### config.mk
export PLATFORM = sky130hd
export DESIGN_NAME = alu_muldiv
export DESIGN_NICKNAME = d
export VERILOG_FILES = /design/src/rtl/muldiv_pkg.sv /design/src/rtl/muldiv_sign_fix.sv /design/src/rtl/alu_muldiv.sv
export SDC_FILE = /design/constraint.sdc
export NUM_CORES = 1
export LEC_CHECK = 0
export CORE_UTILIZATION = 31
export DETAILED_ROUTE_END_ITERATION = 12
export PLACE_DENSITY_LB_ADDON = 0.25
export SLEW_MARGIN = 5
export SYNTH_ARGS = -nofsm -noshare
export SYNTH_HDL_FRONTEND = slang
export SYNTH_HIERARCHICAL = 1
export SYNTH_SLANG_ARGS = --single-unit
### constraint.sdc
create_clock -name clk -period 7.2 [get_ports clk]
set_input_delay 1.44 -clock clk [delete_from_list [all_inputs] [get_ports clk]]
set_output_delay 1.44 -clock clk [all_outputs]
set_load 0.005 [all_outputs]
### src/rtl/muldiv_pkg.sv
// Shared types and operation-decode helpers for the iterative multiply/divide unit.
package muldiv_pkg;

  typedef enum logic [2:0] {
    OP_MUL, OP_MULH, OP_MULHSU, OP_MULHU, OP_DIV, OP_DIVU, OP_REM, OP_REMU
  } muldiv_op_e;

  typedef enum logic [1:0] {
    S_IDLE, S_BUSY, S_DONE
  } muldiv_state_e;

  function automatic logic is_div(input muldiv_op_e op);
    return op[2];
  endfunction

  function automatic logic a_signed(input muldiv_op_e op);
    return op inside {OP_MUL, OP_MULH, OP_MULHSU, OP_DIV, OP_REM};
  endfunction

  function automatic logic b_signed(input muldiv_op_e op);
    return op inside {OP_MUL, OP_MULH, OP_DIV, OP_REM};
  endfunction

endpackage

### src/rtl/muldiv_sign_fix.sv
// Two-lane conditional two's-complement negation; used both to take operand
// magnitudes and to restore result signs.
module muldiv_sign_fix #(
  parameter int XW = 32,
  parameter int YW = 32
) (
  input  logic [XW-1:0] x_i,
  input  logic          neg_x_i,
  input  logic [YW-1:0] y_i,
  input  logic          neg_y_i,
  output logic [XW-1:0] x_o,
  output logic [YW-1:0] y_o
);

  always_comb begin
    x_o = neg_x_i ? -x_i : x_i;
    y_o = neg_y_i ? -y_i : y_i;
  end

endmodule

### src/rtl/alu_muldiv.sv
// Iterative M-extension multiply/divide, one bit per cycle, valid/ready on both sides.
// Build option: MULDIV_FAST_PATH_EN finishes divide-by-zero / signed overflow on the accept edge.
module alu_muldiv
  import muldiv_pkg::*;
#(
  parameter int WIDTH = 32,
  parameter int TAG_W = 5
) (
  input  logic             clk,
  input  logic             rst_n,
  input  logic             flush,
  input  logic             in_valid,
  output logic             in_ready,
  input  muldiv_op_e       in_op,
  input  logic [WIDTH-1:0] in_a,
  input  logic [WIDTH-1:0] in_b,
  input  logic [TAG_W-1:0] in_tag,
  output logic             out_valid,
  input  logic             out_ready,
  output logic [WIDTH-1:0] out_result,
  output logic [TAG_W-1:0] out_tag
);

  localparam int CW = $clog2(WIDTH + 1);
  localparam logic [WIDTH-1:0] ZERO = '0;

  muldiv_state_e      state_q, state_d;
  muldiv_op_e         op_q, op_d;
  logic [TAG_W-1:0]   tag_q, tag_d;
  logic               neg_a_q, neg_a_d, neg_b_q, neg_b_d, div0_q, div0_d;
  logic [CW-1:0]      cnt_q, cnt_d;
  logic [2*WIDTH-1:0] acc_q, acc_d;
  logic [WIDTH-1:0]   opb_q, opb_d;

  logic             in_neg_a, in_neg_b, in_div0;
  logic [WIDTH-1:0] mag_a, mag_b;
  logic [WIDTH:0]   mul_sum, rem_sh, diff;

  assign in_neg_a = a_signed(in_op) & in_a[WIDTH-1];
  assign in_neg_b = b_signed(in_op) & in_b[WIDTH-1];
  assign in_div0  = is_div(in_op) && (in_b == ZERO);

`ifdef MULDIV_FAST_PATH_EN
  logic in_ovf;
  assign in_ovf = is_div(in_op) && a_signed(in_op) &&
                  (in_a == {1'b1, {(WIDTH-1){1'b0}}}) && (in_b == {WIDTH{1'b1}});
`endif

  muldiv_sign_fix #(.XW(WIDTH), .YW(WIDTH)) u_fix_in (
    .x_i(in_a), .neg_x_i(in_neg_a), .y_i(in_b), .neg_y_i(in_neg_b),
    .x_o(mag_a), .y_o(mag_b)
  );

  // acc_q holds {product_hi, multiplier} for multiply, {remainder, dividend/quotient} for divide
  assign mul_sum = {1'b0, acc_q[2*WIDTH-1:WIDTH]} + (acc_q[0] ? {1'b0, opb_q} : {1'b0, ZERO});
  assign rem_sh  = acc_q[2*WIDTH-1:WIDTH-1];
  assign diff    = rem_sh - {1'b0, opb_q};

  always_comb begin
    state_d = state_q;
    op_d    = op_q;
    tag_d   = tag_q;
    neg_a_d = neg_a_q;
    neg_b_d = neg_b_q;
    div0_d  = div0_q;
    cnt_d   = cnt_q;
    acc_d   = acc_q;
    opb_d   = opb_q;
    case (state_q)
      S_IDLE: begin
        if (in_valid && !flush) begin
          op_d    = in_op;
          tag_d   = in_tag;
          neg_a_d = in_neg_a;
          neg_b_d = in_neg_b;
          div0_d  = in_div0;
          cnt_d   = CW'(WIDTH);
          state_d = S_BUSY;
          if (is_div(in_op)) begin
            acc_d = {ZERO, mag_a};
            opb_d = mag_b;
          end else begin
            acc_d = {ZERO, mag_b};
            opb_d = mag_a;
          end
`ifdef MULDIV_FAST_PATH_EN
          // Preload what the iterations would have produced: remainder |a|, quotient all ones
          if (in_div0 || in_ovf) state_d = S_DONE;
          if (in_div0) acc_d = {mag_a, {WIDTH{1'b1}}};
`endif
        end
      end
      S_BUSY: begin
        cnt_d = cnt_q - CW'(1);
        if (is_div(op_q)) begin
          if (!diff[WIDTH]) acc_d = {diff[WIDTH-1:0], acc_q[WIDTH-2:0], 1'b1};
          else              acc_d = {rem_sh[WIDTH-1:0], acc_q[WIDTH-2:0], 1'b0};
        end else begin
          acc_d = {mul_sum, acc_q[WIDTH-1:1]};
        end
        if (cnt_q == CW'(1)) state_d = S_DONE;
      end
      S_DONE: begin
        if (out_ready) state_d = S_IDLE;
      end
      default: state_d = S_IDLE;
    endcase
    if (flush) state_d = S_IDLE;
  end

  always_ff @(posedge clk) begin
    if (!rst_n) begin
      state_q <= S_IDLE;
      tag_q   <= '0;
    end else begin
      state_q <= state_d;
      tag_q   <= tag_d;
    end
  end

  always_ff @(posedge clk) begin
    op_q    <= op_d;
    neg_a_q <= neg_a_d;
    neg_b_q <= neg_b_d;
    div0_q  <= div0_d;
    cnt_q   <= cnt_d;
    acc_q   <= acc_d;
    opb_q   <= opb_d;
  end

  logic [2*WIDTH-1:0] fix_x_in, fix_x;
  logic [WIDTH-1:0]   fix_y;

  assign fix_x_in = is_div(op_q) ? {ZERO, acc_q[WIDTH-1:0]} : acc_q;

  muldiv_sign_fix #(.XW(2*WIDTH), .YW(WIDTH)) u_fix_out (
    .x_i(fix_x_in), .neg_x_i(neg_a_q ^ neg_b_q),
    .y_i(acc_q[2*WIDTH-1:WIDTH]), .neg_y_i(neg_a_q),
    .x_o(fix_x), .y_o(fix_y)
  );

  always_comb begin
    out_result = '0;
    if (state_q == S_DONE) begin
      case (op_q)
        OP_MUL:                     out_result = fix_x[WIDTH-1:0];
        OP_MULH, OP_MULHSU, OP_MULHU: out_result = fix_x[2*WIDTH-1:WIDTH];
        OP_DIV, OP_DIVU:            out_result = div0_q ? {WIDTH{1'b1}} : fix_x[WIDTH-1:0];
        default:                    out_result = fix_y;
      endcase
    end
  end

  assign in_ready  = (state_q == S_IDLE);
  assign out_valid = (state_q == S_DONE);
  assign out_tag   = tag_q;

endmodule
==> reports/summary.txt <==
status -> finished, final reports clean
Gate power share -> 32.9%
Via Count -> 12578
Synth Area in Compound Gates -> 22.9%
setup bufs post-CTS -> 0
DP HPWL -> 34500 um
Clock transition at path regs -> 60 ps
DRC Markers -> 0
drt first pass iters -> 5
Final Critical Period -> 6450 ps
register bit total from synthesis -> 115
Worst EP required -> 5760 ps
Synth Area in Simple Gates -> 20.2%
Ports -> 116
most common cell after layout, fill and taps aside -> xnor2_1
yosys warns -> 6
Hold-fix buffers, CTS -> 0
Syn Nets -> 1771
Max Clock Freq -> 155 MHz
Area growth syn-to-layout -> 16.0%
later-pin clock latency in the skew report -> 450 ps
Max-slew headroom -> 18.6%
ys flop type -> edfxtp_1
CTS resizes -> 0
ANT cells -> 0
row cnt -> 76
Crit path top cell by count -> nor2_1
Distinct cells, synth -> 81
number of max-cap violations -> 0
final period utilization -> 89.6%
H-tree depth -> 4
Flop pwr share -> 33.1%
net switching power -> 0.895 mW
Worst Tran Pin Value -> 1220 ps
Synth Instances -> 1622
Crit Path Category -> flip-flop to output pin
CORE AREA -> 43500 um2
critical path's top delay family -> simple AND/OR/NAND/NOR gates
slowest library cell on the worst path -> edfxtp_1
post-route ant nets -> 0
Final Hold Viols -> 0
Setup crit end kind -> output pin
startpoint types -> flip-flop
Synth Cell Area -> 13800 um2
skew final -> 13.2 ps
initial antenna violation count -> 0
nets@finish -> 1824
Slew Viols, Final -> 0
chip width -> 213 um
Seq/Total Area, Yosys -> 24.5%
sw frac -> 34.0%
Post-Synth Adder-Cell Area -> 6.64%
First DRT Iteration DRCs -> 867
die area -> 45300 um2
vias in the first global route -> 12236
layout cell share with drive strength beyond 1 -> 7.88%
RSZ-0062 raised after global routing -> false
worst slack, placed -> 1330 ps
Starting Density -> 31.7%
PortBufs -> 115
internal power -> 1.74 mW
Hold Crit Class -> flip-flop to flip-flop
xor/xnor share of the synthesized area -> 13.5%
CP Max Fanout -> 34
Peak VDD IR -> 138 uV
Pwr Density -> 164 nW/um2
fill count -> 4546
Root Buffer -> clkbuf_16
largest family of logic cells by synthesized area -> compound AO/OA/AOI/OAI gates
CTS tree -> yes
multiplexer share of the synthesized area -> 7.66%
Clock Path Buffers -> 2
CP arrival -> 5010 ps
Leak -> 5.65 nW
Inserted Clock Buffers -> 17
commonest cells after routing, fill and taps aside -> xnor2_1, clkdlybuf4s50_1, nor2_1, edfxtp_1, a21oi_1
Buffers & Inverters on Critical Path -> 1
Clk pwr share -> 34.0%
wire per inst -> 19.6 um
first-pass GRT wire length -> 69200 um
Via density -> 5.53
crit-path cells -> nor2_1, or4_1, nor4b_1, nand4_1, o41ai_1, xnor2_1, o221ai_1, nor2_1, clkdlybuf4s50_1
chip height -> 213 um
Routed WL -> 44500 um
Worst path max stage delay -> 1110 ps
final setup TNS -> 0 ps
gpl congestion -> 0.926
asr flop ratio synth -> 0%
final setup fails -> 0
Mean Syn Cell Area -> 8.50 um2
gr usage total -> 19.8%
Clock Sink Count -> 115
largest net degree at the start of global routing -> 100
GRT Residual Overflow -> 0
worst setup margin -> 746 ps
EDFF count, synth -> 108
[area by class of cell]
cell class / count / area (um2) / area share, %
Clock buffer: 25 / 571 / 3.57
Clock inverter: 7 / 55.1 / 0.344
Inverter: 62 / 233 / 1.45
Multi-Input combinational cell: 1355 / 9810 / 61.3
Sequential cell: 115 / 3380 / 21.1
Tap cell: 585 / 732 / 4.57
Timing Repair Buffer: 124 / 1220 / 7.60
[worst paths after layout]
path	start	to	slack, ps	cells after the start
max	op_q[2]	out_result[31]	750	9
min	out_tag[1]	out_tag[1]	520	2
min reg2reg	out_tag[1]	out_tag[1]	520	2
max reg2reg	acc_q[31]	acc_q[33]	2800	14
[synth_stat cells (3+ instances only)]
cell type    n  area (um2)
o21ai_0     94         470
a21oi_1    100         500
nand2_1     91         342
o22ai_1      6        37.5
a31oi_1     13        81.3
nand3b_1     4        30.0
nor4b_1      4        35.0
or2_2       18         113
a21o_1      32         240
edfxtp_1   108        3240
nand3_1     28         140
o41ai_2      4        65.1
a211oi_1    47         353
nor2_1     108         405
xnor2_1    187        1640
or4_1       21         158
or3_1       21         131
o31a_1       3        26.3
o21bai_1     6        45.0
nor2b_1     77         482
o21ai_1      3        15.0
mux2_2      35         394
mux2i_1     65         651
ha_1        70         876
nor3_1      25         125
o31ai_2      5        62.6
and4_1       3        26.3
nor4_2       4        50.1
clkbuf_1    70         263
xor2_1      22         193
buf_6        5        56.3
nand2b_1    17         106
o41ai_1     24         210
inv_1       62         233
o31ai_1     47         353
dfxtp_1      7         140
nor4_1      21         131
buf_4        4        30.0
and2_1      40         250
or4_4        3        33.8
o21a_1      10        75.1
and3_1       6        37.5
o221ai_1    26         228
nand4_1     20         125
buf_1        8        30.0
[through the flow]
stage / area (um2) / hold slack, ps / power, mW / cells / util, %
4_1_cts: 16000 / 522 / 2.64 / 2273 / 36.8
3_5_place_dp: 15400 / 508 / 1.74 / 2241 / 35.4
6_report: 16000 / 520 / 2.63 / 2273 / 36.8
2_1_floorplan: 13800 / 509 / 1.50 / 1622 / -
3_3_place_gp: 15400 / 496 / 1.74 / 2241 / 35.4
5_1_grt: 16000 / 542 / 2.77 / 2273 / 36.8
[tightest hold or removal path, delay by kind of cell (launching register included)]
kind	cells	cell delay, ps
DFF	1	320
muxes	1	60
and+or+nand+nor	1	100
[metal layers]
layer,routed length [um],vias up,GRT usage (%)
li1,-,6166,-
met1,20400,5992,26.1
met2,20700,352,32.4
met3,1840,68,2.47
met4,1510,0,8.58
met5,0,-,0
[sequential cells by signal, summed over array words and instances (netlist names)]
name and flops:
op_q 3, state_q 2, opb_q 32, div0_q 1, neg_b_q 1, cnt_q 6, acc_q 64, out_tag 5
neg_a_q 1
[cell families (layout without fill, tap and decap cells)]
family                     after synthesis  count (layout)
AOI/OAI and AO/OA                      454             454
xor gates and xnor gates               210             210
adders and majority gates               72              72
buffers and inverters                  152             218
DFF                                    115             115
muxes                                  101             101
and+or+nand+nor                        518             518
[power by group through the flow]
| stage | clock network, mW | registers [mW] | logic [mW] |
|---|---|---|---|
| global placement | 0 | 0.883 | 0.853 |
| floorplan | 0 | 0.848 | 0.653 |
| global route | 0.933 | 0.879 | 0.955 |
| detailed placement | 0 | 0.884 | 0.858 |
| finish | 0.894 | 0.872 | 0.866 |
| CTS | 0.906 | 0.870 | 0.865 |
(Power assumes the default switching activity.)
